<file path="src/rtl/mem_pkg.sv">
// Shared state encoding and default sizing for the SRAM request front end.
package mem_pkg;

  localparam int DEF_ADDR_WIDTH = 16;
  localparam int DEF_DATA_WIDTH = 8;
  localparam int DEF_GAP_CYCLES = 3;
  localparam int DEF_TIMEOUT    = 64;
  localparam int CNT_WIDTH      = 8;

  typedef enum logic [2:0] {
    ST_IDLE      = 3'd0,
    ST_ISSUE     = 3'd1,
    ST_WAIT_LOW  = 3'd2,
    ST_WAIT_HIGH = 3'd3,
    ST_RELEASE   = 3'd4
  } mem_state_e;

  function automatic logic isWaitState(input mem_state_e s);
    return (s == ST_WAIT_LOW) || (s == ST_WAIT_HIGH);
  endfunction

endpackage

</file>
<file path="src/rtl/memory_request_controller.sv">
// Front end for the SRAM SequenceGenerator: accepts one request at a time,
// drives the sequencer, watches CE for completion and returns a response pulse.
module memory_request_controller
  import mem_pkg::*;
#(
  parameter int ADDR_WIDTH = DEF_ADDR_WIDTH,
  parameter int DATA_WIDTH = DEF_DATA_WIDTH,
  parameter int GAP_CYCLES = DEF_GAP_CYCLES,
  parameter int TIMEOUT    = DEF_TIMEOUT
) (
  input  logic                  Clk,
  input  logic                  Reset,
  input  logic                  ReqValid,
  output logic                  ReqReady,
  input  logic                  ReqWrite,
  input  logic [ADDR_WIDTH-1:0] ReqAddr,
  input  logic [DATA_WIDTH-1:0] ReqWData,
  input  logic [2:0]            CfgDelay,
  input  logic                  HoldIn,
  output logic                  RspValid,
  output logic [DATA_WIDTH-1:0] RspRData,
  output logic                  RspError,
  output logic                  StartCycle,
  output logic                  ReadSeq,
  output logic                  WriteSeq,
  output logic [2:0]            Delay,
  output logic                  Extend,
  input  logic                  SeqCE,
  input  logic                  SeqOE,
  output logic [ADDR_WIDTH-1:0] MemAddr,
  output logic [DATA_WIDTH-1:0] MemDataOut,
  output logic                  MemDataOE,
  input  logic [DATA_WIDTH-1:0] MemDataIn
);

  mem_state_e            state_q, state_d;
  logic                  reqReady_q, reqReady_d;
  logic                  rspValid_q, rspValid_d;
  logic [DATA_WIDTH-1:0] rspRData_q, rspRData_d;
  logic                  rspError_q, rspError_d;
  logic                  start_q, start_d;
  logic                  readSeq_q, readSeq_d;
  logic                  writeSeq_q, writeSeq_d;
  logic [2:0]            delay_q, delay_d;
  logic                  extend_q, extend_d;
  logic [ADDR_WIDTH-1:0] memAddr_q, memAddr_d;
  logic [DATA_WIDTH-1:0] memDataOut_q, memDataOut_d;
  logic                  memDataOE_q, memDataOE_d;
  logic                  isWrite_q, isWrite_d;
  logic [DATA_WIDTH-1:0] capData_q, capData_d;
  logic [CNT_WIDTH-1:0]  gapCnt_q, gapCnt_d;
  logic [CNT_WIDTH-1:0]  tmoCnt_q, tmoCnt_d;

  logic [CNT_WIDTH-1:0]  tmoNext;
  logic                  tmoHit;
  logic                  doRelease;

  // The timeout clock stands still while the slow device asks for a stretch.
  assign tmoNext = extend_q ? tmoCnt_q : (tmoCnt_q + CNT_WIDTH'(1));
  assign tmoHit  = (tmoNext == CNT_WIDTH'(TIMEOUT));

  always_comb begin
    state_d      = state_q;
    reqReady_d   = reqReady_q;
    rspValid_d   = 1'b0;
    rspRData_d   = rspRData_q;
    rspError_d   = rspError_q;
    start_d      = start_q;
    readSeq_d    = readSeq_q;
    writeSeq_d   = writeSeq_q;
    delay_d      = delay_q;
    memAddr_d    = memAddr_q;
    memDataOut_d = memDataOut_q;
    memDataOE_d  = memDataOE_q;
    isWrite_d    = isWrite_q;
    capData_d    = capData_q;
    gapCnt_d     = gapCnt_q;
    tmoCnt_d     = tmoCnt_q;
    doRelease    = 1'b0;

    case (state_q)
      ST_IDLE: begin
        reqReady_d = 1'b1;
        if (ReqValid && reqReady_q) begin
          memAddr_d    = ReqAddr;
          memDataOut_d = ReqWData;
          isWrite_d    = ReqWrite;
          delay_d      = CfgDelay;
          readSeq_d    = !ReqWrite;
          writeSeq_d   = ReqWrite;
          memDataOE_d  = ReqWrite;
          reqReady_d   = 1'b0;
          state_d      = ST_ISSUE;
        end
      end

      ST_ISSUE: begin
        start_d  = 1'b1;
        tmoCnt_d = '0;
        state_d  = ST_WAIT_LOW;
      end

      ST_WAIT_LOW: begin
        if (SeqCE == 1'b0) begin
          tmoCnt_d = '0;
          state_d  = ST_WAIT_HIGH;
        end else begin
          tmoCnt_d = tmoNext;
          if (tmoHit) begin
            rspValid_d = 1'b1;
            rspError_d = 1'b1;
            doRelease  = 1'b1;
          end
        end
      end

      ST_WAIT_HIGH: begin
        if ((SeqCE == 1'b0) && (SeqOE == 1'b0)) begin
          capData_d = MemDataIn;
        end
        // CE returning high is checked first so it beats a coincident timeout.
        if (SeqCE == 1'b1) begin
          rspValid_d = 1'b1;
          rspError_d = 1'b0;
          if (!isWrite_q) begin
            rspRData_d = capData_q;
          end
          doRelease = 1'b1;
        end else begin
          tmoCnt_d = tmoNext;
          if (tmoHit) begin
            rspValid_d = 1'b1;
            rspError_d = 1'b1;
            doRelease  = 1'b1;
          end
        end
      end

      ST_RELEASE: begin
        start_d = 1'b0;
        if (gapCnt_q != '0) begin
          gapCnt_d = gapCnt_q - CNT_WIDTH'(1);
        end else if (SeqCE == 1'b1) begin
          reqReady_d = 1'b1;
          state_d    = ST_IDLE;
        end
      end

      default: begin
        state_d = ST_RELEASE;
      end
    endcase

    if (doRelease) begin
      start_d     = 1'b0;
      readSeq_d   = 1'b0;
      writeSeq_d  = 1'b0;
      memDataOE_d = 1'b0;
      gapCnt_d    = CNT_WIDTH'(GAP_CYCLES);
      state_d     = ST_RELEASE;
    end

    extend_d = HoldIn && isWaitState(state_d);
  end

  // Reset parks the FSM in RELEASE so a sequence already in flight can drain.
  always_ff @(posedge Clk) begin
    if (Reset) begin
      state_q      <= ST_RELEASE;
      reqReady_q   <= 1'b0;
      rspValid_q   <= 1'b0;
      rspRData_q   <= '0;
      rspError_q   <= 1'b0;
      start_q      <= 1'b0;
      readSeq_q    <= 1'b0;
      writeSeq_q   <= 1'b0;
      delay_q      <= '0;
      extend_q     <= 1'b0;
      memAddr_q    <= '0;
      memDataOut_q <= '0;
      memDataOE_q  <= 1'b0;
      isWrite_q    <= 1'b0;
      capData_q    <= '0;
      gapCnt_q     <= CNT_WIDTH'(GAP_CYCLES);
      tmoCnt_q     <= '0;
    end else begin
      state_q      <= state_d;
      reqReady_q   <= reqReady_d;
      rspValid_q   <= rspValid_d;
      rspRData_q   <= rspRData_d;
      rspError_q   <= rspError_d;
      start_q      <= start_d;
      readSeq_q    <= readSeq_d;
      writeSeq_q   <= writeSeq_d;
      delay_q      <= delay_d;
      extend_q     <= extend_d;
      memAddr_q    <= memAddr_d;
      memDataOut_q <= memDataOut_d;
      memDataOE_q  <= memDataOE_d;
      isWrite_q    <= isWrite_d;
      capData_q    <= capData_d;
      gapCnt_q     <= gapCnt_d;
      tmoCnt_q     <= tmoCnt_d;
    end
  end

  assign ReqReady   = reqReady_q;
  assign RspValid   = rspValid_q;
  assign RspRData   = rspRData_q;
  assign RspError   = rspError_q;
  assign StartCycle = start_q;
  assign ReadSeq    = readSeq_q;
  assign WriteSeq   = writeSeq_q;
  assign Delay      = delay_q;
  assign Extend     = extend_q;
  assign MemAddr    = memAddr_q;
  assign MemDataOut = memDataOut_q;
  assign MemDataOE  = memDataOE_q;

endmodule

</file>
<file path="config.mk">
export PLATFORM = sky130hd
export DESIGN_NAME = memory_request_controller
export DESIGN_NICKNAME = d
export VERILOG_FILES = /design/src/rtl/mem_pkg.sv /design/src/rtl/memory_request_controller.sv
export SDC_FILE = /design/constraint.sdc
export NUM_CORES = 1
export LEC_CHECK = 0
export ABC_AREA = 1
export CELL_PAD_IN_SITES_DETAIL_PLACEMENT = 2
export CELL_PAD_IN_SITES_GLOBAL_PLACEMENT = 2
export CORE_MARGIN = 3
export CORE_UTILIZATION = 23
export DETAILED_ROUTE_END_ITERATION = 8
export GPL_ROUTABILITY_DRIVEN = 0
export GPL_TIMING_DRIVEN = 1
export PLACE_DENSITY_LB_ADDON = 0.2
export SYNTH_ARGS = -nofsm -noshare
export SYNTH_HDL_FRONTEND = slang
export SYNTH_SLANG_ARGS = --single-unit
</file>
<file path="constraint.sdc">
create_clock -name Clk -period 1.76 [get_ports Clk]
set_input_delay 0.352 -clock Clk [delete_from_list [all_inputs] [get_ports Clk]]
set_output_delay 0.352 -clock Clk [all_outputs]
set_load 0.005 [all_outputs]
</file>
-- Yosys cells after proc, flatten, opt, wreduce, memory -nomap -nowiden
Index checks and enable logic that the tools add are counted.
- $add $sub $neg: 2
- bitwise gates (word level): 3
- muxes and demuxes: 23
- eq/ne operators: 11
- reductions and logical operators: 19
- operators by type and width (cell ; count):
    $mux 8 ; 3
    $pmux 8 s3 ; 1
    $mux 3 ; 5
    $pmux 3 s5 ; 1
    $eq 3x2->1 const B ; 4
    $reduce_and 2->1 ; 5
    $mux 1 ; 9
    $add 8x1->8 const B ; 1
    $eq 8x7->1 const B ; 1
    $ne 2x2->1 const B ; 4
    $pmux 1 s2 ; 4
    $reduce_bool 8->1 ; 1
    $sub 8x1->8 const B ; 1
    $reduce_and 3->1 ; 2
    $reduce_bool 2->1 ; 3
    $eq 3x1->1 const B ; 1
    $eq 3x3->1 const B ; 1
    $logic_and 1x1->1 ; 3
    $logic_not 3->1 ; 1
    $not 1->1 ; 3
    $reduce_bool 3->1 ; 1
    $reduce_or 2->1 ; 1
    $logic_not 1->1 ; 1
    $logic_or 1x1->1 ; 1
- bits in registers: 70
- bits of input ports: 42
- logic and storage cells: 74

-- Longest topological paths before layout
- depth in word-level cells: 10
- mapped depth: 12
- mapped depth without buffers: 12

-- Worst setup path before layout
OpenSTA, ideal clock, no wires.
- kind: reg2reg
- start point: register tmoCnt_q[0]
- end point: register memDataOE_q (netlist: MemDataOE)
- setup slack: 0.273 ns
- cell stages (with the launch flop): 12
- path buffers: 1
- library setup time: 0.132 ns
- data required time: 1.628 ns
- arrival time: 1.355 ns
- clock period less this slack: 1.487 ns
- path through: dfxtp_1 ha_1 inv_1 nor2_1 nand3_1 nand2_1 nand2_1 inv_1 nand3_1 nor2_4 buf_6 nor3_1
- cells in the longest elaborated chain, start to end: 7
- elaborated cells between the ends (all ways): 8
- those cells by class: 1 x add/sub; 1 x eq/ne; 5 x mux; 1 x reduce/logical
- RTL lines (what ; line ; RTL):
    start, declared ; memory_request_controller.sv:52 ; logic [CNT_WIDTH-1:0] tmoCnt_q, tmoCnt_d;
    start signal, assigned ; memory_request_controller.sv:203 ; tmoCnt_q <= tmoCnt_d;
    $add 8x1->8 ; memory_request_controller.sv:59 ; assign tmoNext = extend_q ? tmoCnt_q : (tmoCnt_q + CNT_WIDTH'(1));
    $mux 8 (*) ; memory_request_controller.sv:59 ;
    $eq 8x7->1 (*) ; memory_request_controller.sv:60 ; assign tmoHit = (tmoNext == CNT_WIDTH'(TIMEOUT));
    $mux 1 (*) ; memory_request_controller.sv:109, memory_request_controller.sv:131 ;
    $mux 1 (on tied branches) ; memory_request_controller.sv:122, memory_request_controller.sv:104 ;
    $pmux 1 s2 (*) ; memory_request_controller.sv:81 ; case (state_q)
    $reduce_or 2->1 (no line) (*) ; -- ;
    end signal, assigned ; memory_request_controller.sv:199 ; memDataOE_q <= memDataOE_d;
    end, declared ; memory_request_controller.sv:48 ; logic memDataOE_q, memDataOE_d;
Every way passes the cells marked *; elsewhere a longest branch is shown, timed or not.
A chain may end at the register's enable or synchronous reset.

-- Worst setup path after layout
- start point: register tmoCnt_q[1]
- end point: register state_q[1]
- cells in the longest elaborated chain, start to end: 7
- elaborated cells between the ends (all ways): 8
- those cells by class: 1 x add/sub; 1 x eq/ne; 6 x mux
- RTL lines (what ; line ; RTL):
    $add 8x1->8 ; memory_request_controller.sv:59 ;
    $mux 8 (*) ; memory_request_controller.sv:59 ;
    $eq 8x7->1 (*) ; memory_request_controller.sv:60 ;
    $mux 1 (*) ; memory_request_controller.sv:109, memory_request_controller.sv:131 ;
    $mux 1 (on tied branches) ; memory_request_controller.sv:122, memory_request_controller.sv:104 ;
    $pmux 1 s2 (*) ; memory_request_controller.sv:81 ;
    $mux 3 (*) ; memory_request_controller.sv:154 ; if (doRelease) begin
    end signal, assigned ; memory_request_controller.sv:187 ; state_q <= state_d;
    end, declared ; memory_request_controller.sv:36 ; mem_state_e state_q, state_d;
Marked as above.

==> run summary <==
The run finished with clean final reports. The initial antenna violation count came out at 0. The number of antenna diodes in the final layout is 0. Setup repair after global routing could not meet its margin everywhere. The CTS tree is built.

In this run the vertical extent of the chip is 119.8 microns. The count of max-cap constraint violations came out at 0. The launching element type of the critical path is a register. The power per standard cell area is 950.7 nW/um^2. The number of global-route vias before repair is 3,476.

In the detailed route, the total length drawn on met2 is 5311 microns. The peak supply drop came out at 0.0003060 V. The distinct cell type count after synthesis is 26. The least setup slack across all paths after layout came out at 0.06226 ns. The count of H-tree levels built during CTS is 3. The synthesized design contains 70 register bits.

The number of nets in the finished design is 563. The number of buffers created by CTS came out at 9. The post-synthesis instance area is 2977 sq um. The aggregate routed wire length is 10,330 microns. The count of input and output buffers is 84. The maximum operating frequency is 0.5890 GHz. The routed length per instance is 14.95 microns. The total power of the final layout came out at 4.335 mW. For this configuration, the core starts out at a cell density of 24.18%. Across every metal layer, demand over resource in global routing totals 14.84%. The clock slew at the register clock pins of the worst setup and hold paths is 0.06 ns. The hold path startpoint is capData_q[0]. The setup TNS is 0 ns. For this run, the share of the core covered by cells in the final layout is 37.03%. The detailed-route vias per instance is 4.449. The number of buffers on the longest clock path came out at 2.

The x dimension of the die came out at 119.8 microns. The classification of the worst-slack hold path is reg -> reg. Headroom to the max-slew limit came out at 75.16%.

In the final layout, the share of cells above drive strength 1 is 13.58%. Detailed placement ended at an HPWL of 7523 microns. The number of DRC markers in iteration 0 came out at 101. Each instance of the synthesized netlist takes up on average 7.155 sq um. The DRC violation count after routing is 0.

The largest fanout of any net on the critical path is 7. The total nets after synthesis is 461. The transition time of the tightest slew-check pin came out at 0.3714 ns. The post-placement setup slack is -0.1352 ns. The final critical path time including I/O delays and setup came out at 1.698 ns. The worst hold margin is 0.4856 ns. The root buffer cell chosen for the clock tree is sky130_fd_sc_hd__clkbuf_16. The data arrival at the endpoint of the critical path is 1.92 ns. During I/O placement, the number of pins put on the boundary was 85.

For this run, the number of Yosys warnings is 0. At the worst endpoint, the required time is 1.98 ns. The final setup skew is 0.007723 ns. The first global-routing pass estimated 17,150 microns of wire. The start of the worst register-to-register path is tmoCnt_q[1]. The final number of setup-violating endpoints came out at 0. Among all flip-flop cells after synthesis, the most frequent one is sky130_fd_sc_hd__dfxtp_1. The standby leakage power came out at 1.894 nW. The number of failing hold endpoints at the final stage is 0.

The clock network latency to the later pin of the worst-skew pair came out at 0.33 ns. The number of enable-type register cells in the synthesized netlist is 0. In the synthesized netlist, the number of instances is 416. The critical path in this run is classified as reg -> reg. The detailed router placed 3,074 vias in this run. The row count came out at 40. The critical path starts at tmoCnt_q[1]. The area of the die came out at 14,340 sq um.

The area growth from synthesis to layout is 53.17%. The final count of pins violating max slew is 0. In this run the standard cell core region covers 12,310 sq um. The count of antenna-violating nets left after detailed routing is 0. The share of the yosys chip area belonging to registers came out at 47.08%. The number of detailed-route iterations in the first pass came out at 4. The number of clock sinks seen by CTS came out at 70. The routed metal-1 wire length came out at 4218 microns. The maximum number of pins on one net before global-route repair came out at 44. The detailed router used layers up to and including met4. The detailed-routed wire length on met3 came out at 657 microns. The share of the clock period used by the worst path came out at 96.46%. For this run, asynchronously set or reset flops after synthesis account for 0%. The total overflow reported by the global router is 0. STA classifies the critical path endpoint as a register.
-- registers in the layout, summed over array words and instances, names as in the netlist, 3 cells and up --
name	count
MemAddr	16
MemDataOut	8
RspRData	8
capData_q	8
gapCnt_q	8
tmoCnt_q	8
Delay	3
state_q	3
-- what timing repair did --
action	4_1_cts	5_1_grt
setup endpoints to repair	3	17
gates cloned	0	1
pin swaps	0	7
hold buffers	0	0
buffers inserted	0	1
resized for setup	2	22
endpoints found under the hold margin	0	0
-- per-layer routing --
metal | up-vias | track usage (%)
li1 | 1518 | -
met1 | 1488 | 16.27
met2 | 57 | 26.55
met3 | 11 | 4.901
met4 | 0 | 5.583
met5 | - | 0
-- worst max-delay path: stages (launching register included) --
cell and delay, ns:
sky130_fd_sc_hd__dfxtp_2 0.32, sky130_fd_sc_hd__ha_2 0.17, sky130_fd_sc_hd__inv_2 0.09, sky130_fd_sc_hd__nor2_4 0.06, sky130_fd_sc_hd__buf_6 0.12, sky130_fd_sc_hd__xor2_2 0.14
sky130_fd_sc_hd__nor2_1 0.15, sky130_fd_sc_hd__nand3_2 0.10, sky130_fd_sc_hd__nor2_4 0.20, sky130_fd_sc_hd__clkbuf_16 0.18, sky130_fd_sc_hd__nor3_1 0.05
-- cells in the final DEF, fill, tap and decap left out, types with 4 or more instances in the layout --
cell type                         Yosys  routed
sky130_fd_sc_hd__a21oi_1             12      12
sky130_fd_sc_hd__buf_4                1      18
sky130_fd_sc_hd__clkbuf_16            0      10
sky130_fd_sc_hd__clkdlybuf4s50_1      0      84
sky130_fd_sc_hd__clkinvlp_4           0       4
sky130_fd_sc_hd__dfxtp_1             70      67
sky130_fd_sc_hd__inv_1               41      37
sky130_fd_sc_hd__inv_2                1       4
sky130_fd_sc_hd__nand2_1             56      54
sky130_fd_sc_hd__nand3_1             15      11
sky130_fd_sc_hd__nand3_2              0       4
sky130_fd_sc_hd__nand4_1              4       4
sky130_fd_sc_hd__nor2_1             113     109
sky130_fd_sc_hd__nor2_2               6       7
sky130_fd_sc_hd__nor2_4               1       4
sky130_fd_sc_hd__nor3_1              13      13
sky130_fd_sc_hd__o21ai_0             52      52
-- through the flow --
stage	instances	instance area (sq um)
floorplan	416	2977
global placement	673	4133
detailed placement	673	4133
CTS	689	4464
global route	691	4559
finish	691	4559
-- cell usage after synthesis, types with 2 or more instances --
| cell type | count | area share [%] |
|---|---|---|
| sky130_fd_sc_hd__a22oi_1 | 2 | 0.50 |
| sky130_fd_sc_hd__xor2_1 | 4 | 1.2 |
| sky130_fd_sc_hd__nand2_1 | 56 | 7.1 |
| sky130_fd_sc_hd__clkbuf_1 | 9 | 1.1 |
| sky130_fd_sc_hd__buf_6 | 3 | 1.1 |
| sky130_fd_sc_hd__nand2_4 | 2 | 0.76 |
| sky130_fd_sc_hd__nand4_1 | 4 | 0.84 |
| sky130_fd_sc_hd__nor2_1 | 113 | 14 |
| sky130_fd_sc_hd__nand3_1 | 15 | 2.5 |
| sky130_fd_sc_hd__inv_1 | 41 | 5.2 |
| sky130_fd_sc_hd__nor3_1 | 13 | 2.2 |
| sky130_fd_sc_hd__a21oi_1 | 12 | 2.0 |
| sky130_fd_sc_hd__ha_1 | 3 | 1.3 |
| sky130_fd_sc_hd__buf_2 | 2 | 0.34 |
| sky130_fd_sc_hd__o21ai_0 | 52 | 8.7 |
| sky130_fd_sc_hd__dfxtp_1 | 70 | 47 |
| sky130_fd_sc_hd__nor2_2 | 6 | 1.3 |
-- where the power goes --
| group | internal (mW) | switching (mW) | leakage, nW |
|---|---|---|---|
| clock network | 1.24 | 0.724 | 0.144 |
| registers | 1.66 | 0.0694 | 0.566 |
| logic | 0.291 | 0.353 | 1.18 |
-- worst paths after layout --
check | to | cells past startpoint | slack (ns)
worst min register to register | capData_q[0] | 2 | 0.49
worst max-delay path | state_q[1] | 10 | 0.06
worst max register to register | state_q[1] | 10 | 0.06
worst min-delay path | capData_q[0] | 2 | 0.49
-- cell families after synthesis --
group / synth area share [%]
DFF: 47.08
xor gates and xnor gates: 1.471
buffers and inverters: 8.323
AOI/OAI and AO/OA: 11.52
and+or+nand+nor: 30.35
adders and majority gates: 1.261
-- cell type report --
| class | instances | area [sq um] |
|---|---|---|
| Fill cell | 1460 | 7752 |
| Sequential cell | 70 | 1405 |
| Multi-Input combinational cell | 288 | 1388 |
| Timing Repair Buffer | 107 | 1072 |
| Clock buffer | 9 | 225.2 |
| Tap cell | 168 | 210.2 |
| Inverter | 42 | 160.2 |
| Clock inverter | 7 | 98.84 |
Note: power is estimated with default switching activity, not from simulation.
